[config.mk]
export PLATFORM = sky130hd
export DESIGN_NAME = packet_arbiter
export DESIGN_NICKNAME = d
export VERILOG_FILES = /design/src/rtl/packet_arbiter.sv
export SDC_FILE = /design/constraint.sdc
export NUM_CORES = 1
export LEC_CHECK = 0
export CAP_MARGIN = 10
export CORE_MARGIN = 10
export CORE_UTILIZATION = 43
export CTS_BUF_LIST = sky130_fd_sc_hd__clkbuf_4 sky130_fd_sc_hd__clkbuf_8
export DETAILED_ROUTE_END_ITERATION = 10
export GPL_TIMING_DRIVEN = 0
export PLACE_DENSITY_LB_ADDON = 0.12
export SLEW_MARGIN = 5
export SYNTH_ARGS = -nofsm -noshare
export SYNTH_HDL_FRONTEND = slang
export SYNTH_SLANG_ARGS = --single-unit
[constraint.sdc]
create_clock -name clk -period 2.35 [get_ports clk]
set_input_delay 0.47 -clock clk [delete_from_list [all_inputs] [get_ports clk]]
set_output_delay 0.47 -clock clk [all_outputs]
set_load 0.1 [all_outputs]
[src/rtl/packet_arbiter.sv]
// rtl/packet_arbiter.sv - round-robin arbiter multiplexing N packet FIFOs onto one packet sender
module packet_arbiter #(
    parameter int N_PORTS   = 4,
    parameter int UWIDTH    = 8,
    parameter int PTR_IN_SZ = 4,
    parameter int GAP       = 2,
    parameter int MAX_HOLD  = 64
) (
    input  logic                        clk,
    input  logic                        rst,
    input  logic [N_PORTS-1:0]          fifo_rempty,
    input  logic [N_PORTS*UWIDTH-1:0]   fifo_rdata,
    output logic [N_PORTS-1:0]          fifo_rinc,
    output logic [PTR_IN_SZ-1:0]        fifo_raddr_in,
    output logic                        ps_rempty,
    output logic [UWIDTH-1:0]           ps_rdata,
    input  logic                        ps_rinc,
    input  logic [PTR_IN_SZ-1:0]        ps_raddr_in,
    output logic [N_PORTS-1:0]          grant,
    output logic                        timeout
);

    localparam int SEL_W  = $clog2(N_PORTS);
    localparam int HOLD_W = 8;
    localparam int GAP_W  = 3;

    typedef enum logic [1:0] {
        IDLE    = 2'd0,
        BUSY    = 2'd1,
        RELEASE = 2'd2
    } state_t;

    state_t             state;
    logic [SEL_W-1:0]   sel;
    logic [SEL_W-1:0]   rr_ptr;
    logic [SEL_W-1:0]   next_ptr;
    logic [HOLD_W-1:0]  hold_cnt;
    logic [GAP_W-1:0]   gap_cnt;
    logic               pick_found;
    logic [SEL_W-1:0]   pick_idx;
    logic               hold_limit;

    // Cyclic search from rr_ptr; scanning offsets high-to-low lets the nearest port win.
    always_comb begin
        pick_found = 1'b0;
        pick_idx   = '0;
        for (int k = N_PORTS - 1; k >= 0; k--) begin
            int j;
            j = int'(rr_ptr) + k;
            if (j >= N_PORTS) begin
                j = j - N_PORTS;
            end
            if (!fifo_rempty[j]) begin
                pick_found = 1'b1;
                pick_idx   = SEL_W'(j);
            end
        end
    end

    assign next_ptr   = (sel == SEL_W'(N_PORTS - 1)) ? '0 : sel + 1'b1;
    assign hold_limit = (hold_cnt == HOLD_W'(MAX_HOLD - 1));

    always_ff @(posedge clk or negedge rst) begin
        if (!rst) begin
            state    <= IDLE;
            sel      <= '0;
            rr_ptr   <= '0;
            hold_cnt <= '0;
            gap_cnt  <= '0;
            grant    <= '0;
            timeout  <= 1'b0;
        end else begin
            timeout <= 1'b0;
            case (state)
                IDLE: begin
                    if (pick_found) begin
                        sel      <= pick_idx;
                        grant    <= N_PORTS'(1) << pick_idx;
                        hold_cnt <= '0;
                        state    <= BUSY;
                    end
                end
                BUSY: begin
                    if (ps_rinc || hold_limit) begin
                        // A pop on the limit cycle counts as a normal release, not a timeout.
                        timeout <= ~ps_rinc;
                        rr_ptr  <= next_ptr;
                        grant   <= '0;
                        gap_cnt <= '0;
                        state   <= RELEASE;
                    end else begin
                        hold_cnt <= hold_cnt + 1'b1;
                    end
                end
                RELEASE: begin
                    if (gap_cnt == GAP_W'(GAP - 1)) begin
                        gap_cnt <= '0;
                        state   <= IDLE;
                    end else begin
                        gap_cnt <= gap_cnt + 1'b1;
                    end
                end
                default: begin
                    grant <= '0;
                    state <= IDLE;
                end
            endcase
        end
    end

    // Data path follows the owner directly so the sender sees FIFO flags without extra latency.
    always_comb begin
        ps_rempty = 1'b1;
        ps_rdata  = '0;
        fifo_rinc = '0;
        if (state == BUSY) begin
            ps_rempty      = fifo_rempty[sel];
            ps_rdata       = fifo_rdata[int'(sel)*UWIDTH +: UWIDTH];
            fifo_rinc[sel] = ps_rinc;
        end
    end

    assign fifo_raddr_in = ps_raddr_in;

endmodule

# [After elaboration in Yosys (flattened, before gate mapping)]
# Cells that the tools add are included.
[word_totals] output_inout_bits=22 inputBits=43 elab_cells=99 ff_bits=22
[classes] n_reduce_logical=11 shift=2 order_cmp=10 addsub=10 n_eq_ne=9 n_bitwise=3 mux=47
[ops] op="32-bit by 4-bit < comparator with 1-bit output, second input constant" count=4
[ops] op="32-bit two-way mux" count=4
[ops] op="32-bit by 6-bit variable part select with 8-bit output" count=1
[ops] op="8-bit two-way mux" count=3
[ops] op="1-bit two-way mux" count=17
[ops] op="2-bit two-way mux" count=8
[ops] op="8-bit case mux with 2 select lines" count=1
[ops] op="4-bit two-way mux" count=3
[ops] op="4-bit case mux with 3 select lines" count=1
[ops] op="3-bit by 3-bit subtractor with 4-bit output, second input constant" count=3
[ops] op="1-bit binary-select mux with 2-bit select" count=5
[ops] op="3-bit greater-or-equal comparator, second input constant" count=3
[ops] op="3-bit AND reduction" count=3
[ops] op="8-bit by 1-bit adder with 8-bit output, second input constant" count=1
[ops] op="8-bit by 6-bit equality test with 1-bit output, second input constant" count=1
[ops] op="2-bit != test, second input constant" count=4
[ops] op="2-bit by 2-bit adder with 3-bit output, second input constant" count=2
[ops] op="3-bit two-way mux" count=2
[ops] op="2-bit case mux with 3 select lines" count=1
[ops] op="3-bit case mux with 2 select lines" count=1
[ops] op="2-bit AND reduction" count=3
[ops] op="4-bit AND" count=1
[ops] op="2-bit equality test, second input constant" count=2
[ops] op="2-bit nonzero test" count=2
[ops] op="15 further kinds" count=16

# [Longest topological paths before layout]
[depth] depth_word=13 ltp_mapped=6

# [Least setup slack after synthesis]
# No wires, ideal clock.
[synth_timing] path_type="register to output" start="register sel[0]" end="output port ps_rdata[0]" arrival_time_ps=1720 n_path_buf=1 setup_slack_ps=160 stages_incl_launch_ff=4 required_ps=1880 path_cell_list="dfrtp_1 buf_2 mux4_2 and2_1"
[synth_via] elab_chain_cells=2
[synth_lines] item="start: declaration" line_no="34" source="logic [SEL_W-1:0] sel;"
[synth_lines] item="start signal: assignment" line_no="77" source="sel <= pick_idx;"
[synth_lines] item="32-bit by 6-bit variable part select with 8-bit output" line_no="118" source="ps_rdata = fifo_rdata[int'(sel)*UWIDTH +: UWIDTH];"
[synth_lines] item="8-bit two-way mux" line_no="116" source="if (state == BUSY) begin"
[synth_lines] item="end: declaration" line_no="16" source="output logic [UWIDTH-1:0] ps_rdata,"
# No other way between the ends.

# [Worst setup path in the final report]
[layout_timing] start="register grant[2]" end="output port grant[2]"
[layout_rtl] item="start: declaration" line_no="19" source="output logic [N_PORTS-1:0] grant,"
[layout_rtl] item="start signal: assignment" line_no="78" source="grant <= N_PORTS'(1) << pick_idx;"
# No word-level cell between the ends.

==> flow_summary.ini <==
[outcome]
outcome = finished clean

[detailed_routing]
drc = 0
vias = 1327
routedWlPerCell_um = 16.2
first_pass_iters = 4
ant_nets = 0
viasPerCell = 5.31
drt_iter0_markers = 73
routed_wl_um = 4050

[clock_tree]
holdBufCountCts = 0
cts_root_buf = clkbuf_4
clk_latency_ps = 310
cts_tree = built
cts.sinks = 22
cts_made_buffers = 3
clockBufferDepth = 2
h-tree-depth = 1
clk_pin_slew_worst_paths_ps = 120

[setup_path]
crit_type = flop to primary output
worstSetupEndpointType = primary output
critPathMaxFanout = 2
startpoint_type = flop
max_stage_delay_ps = 1140
arrival_ps = 1810
crit_chain = clkdlybuf4s50_1
cp_top_family = buffers and inverters
cp.required_ps = 1880
cp_slowest_cell = clkdlybuf4s50_1
path_buf_inv = 1

[sta]
setup_viol = 0
max_freq_ghz = 0.438
maxSlewHeadroom = 0.341
clock_skew_ps = 3.64
hold_slack_ps = 505
rsz0062_at_grt = false
slew_viol_final = 0
tightest_slew_ps = 985
period_needed_ps = 2280
fin_crit_sh = 0.972
finalHoldViolations = 0

[global_routing]
grt_antenna_before_repair = 0
grt_pass1_wl_um = 6570
grt_max_degree = 23
grt_util_all_layers = 0.130
grt_remaining_overflow = 0
grt_pass1_vias = 1361

[power_and_ir_drop]
power.density_nw_per_um2 = 1220
totalPowerFinal_mw = 2.64
peakVddDrop_mv = 0.776
p_leak_nw = 0.968

[placed_design]
place_hpwl_um = 3400
routabilityCongestion = 0.838
port_buffers = 59

[floorplan]
die_h_um = 78.6
initial_core_util = 0.443
design.core.area_um2 = 3340
pin_count = 65
design.die.area_um2 = 6190
row_count = 21
die_w_um = 78.6

[synth]
synth_fp_nets = 188
yosysWarnings = 0
synth_top_cells_by_count = dfrtp_1, and2_1, mux4_2, nand2_1
synth-main-ff-cell = dfrtp_1
yosys.area.top_type = dfrtp_1
synth_top_area_frac = 0.372
synth_edf_count = 0
yosysSeqAreaShare = 0.372
yosysMostFrequentCell = dfrtp_1
async_reset_ff_frac = 1.00
ys_seq_elements = 22
synthCells = 140
avgSynthCellArea_um2 = 10.6
syn-cell-area_um2 = 1480
synth_cell_types = 43
synth_area_leaders = dfrtp_1, mux4_2, ha_1, and2_1, nand2b_1

[layout]
drive_gt1_frac = 0.216
area_growth_pct = 46.0
final_net_count = 254
fill_cells = 282
n_antenna_cell = 0
finish.utilization = 0.647

[flow_run]
max_cap_viol_count = 0

[worst_hold_path]
holdCritPathClass = flop to flop
-- registers in the layout, indices dropped and copies added (netlist names) --
name      flops
grant         4
sel           2
hold_cnt      8
gap_cnt       3
state         2
timeout       1
rr_ptr        2
-- per-stage QoR --
stage	setup TNS [ps]	worst slack [ps]	area [um2]	std cells
finish	0	65.8	2160	250
global route	0	4.47	2160	250
CTS	0	4.69	2130	248
detailed placement	-6970	-720	2130	245
global placement	-6840	-705	2130	245
floorplan	0	160	1480	140
-- routing by layer --
metal / share of wire / vias up / global-route usage
li1: - / 649 / -
met1: 0.40 / 647 / 0.139
met2: 0.55 / 26 / 0.244
met3: 0.049 / 5 / 0.0444
met4: 0.0047 / 0 / 0.0215
met5: 0 / - / 0
-- worst paths after layout --
path	startpoint	to	slack [ps]	cells past startpoint
worst min register to register	grant[1]	grant[1]	510	1
worst max-delay path	grant[2]	grant[2]	70	1
min in group asynchronous	rst	hold_cnt[3]	690	1
max in group asynchronous	rst	sel[0]	1000	1
worst max register to register	hold_cnt[0]	rr_ptr[0]	330	6
worst min-delay path	grant[1]	grant[1]	510	1
-- layout make-up --
class	count	area [um2]	share of cell area
inverter	6	22.5	0.0104
timing repair buffer	61	588	0.272
multi-input combinational	102	847	0.392
clock buffer	3	22.5	0.0104
tap	46	57.6	0.0267
buffer	10	70.1	0.0324
sequential	22	552	0.256
-- where the power goes --
group | total, mW | switching (mW) | internal (mW)
combinational | 1.89 | 1.29 | 0.594
sequential | 0.581 | 0.103 | 0.478
clock | 0.174 | 0.114 | 0.0600
total | 2.64 | 1.51 | 1.13
-- cells by family after synthesis --
kind of cell | count (synthesis) | synth area share
and+or+nand+nor | 52 | 0.196
AOI/OAI and AO/OA | 29 | 0.149
buffers and inverters | 16 | 0.0567
adders and majority gates | 5 | 0.0423
muxes | 13 | 0.166
xor gates and xnor gates | 3 | 0.0178
DFF | 22 | 0.372
-- layout by cell type, fill, tap and decap left out, types with 3 or more instances in the layout --
cell	count
and2_1	9
and3_1	5
buf_4	15
buf_6	3
clkbuf_4	4
clkdlybuf4s50_1	42
dfrtp_1	21
dlymetal6s2s_1	4
ha_1	5
inv_1	6
mux4_2	9
nand2_1	7
nand2b_1	6
nand3_1	5
nor2_1	6
nor4_1	4
o21ai_0	6
-- timing repair --
item | CTS | global route
gates resized for setup | 78 | 7
pin swaps | 0 | 0
setup endpoints to repair | 13 | 15
hold endpoints to repair | 0 | 0
setup buffers | 0 | 2
(Power assumes the default switching activity.)
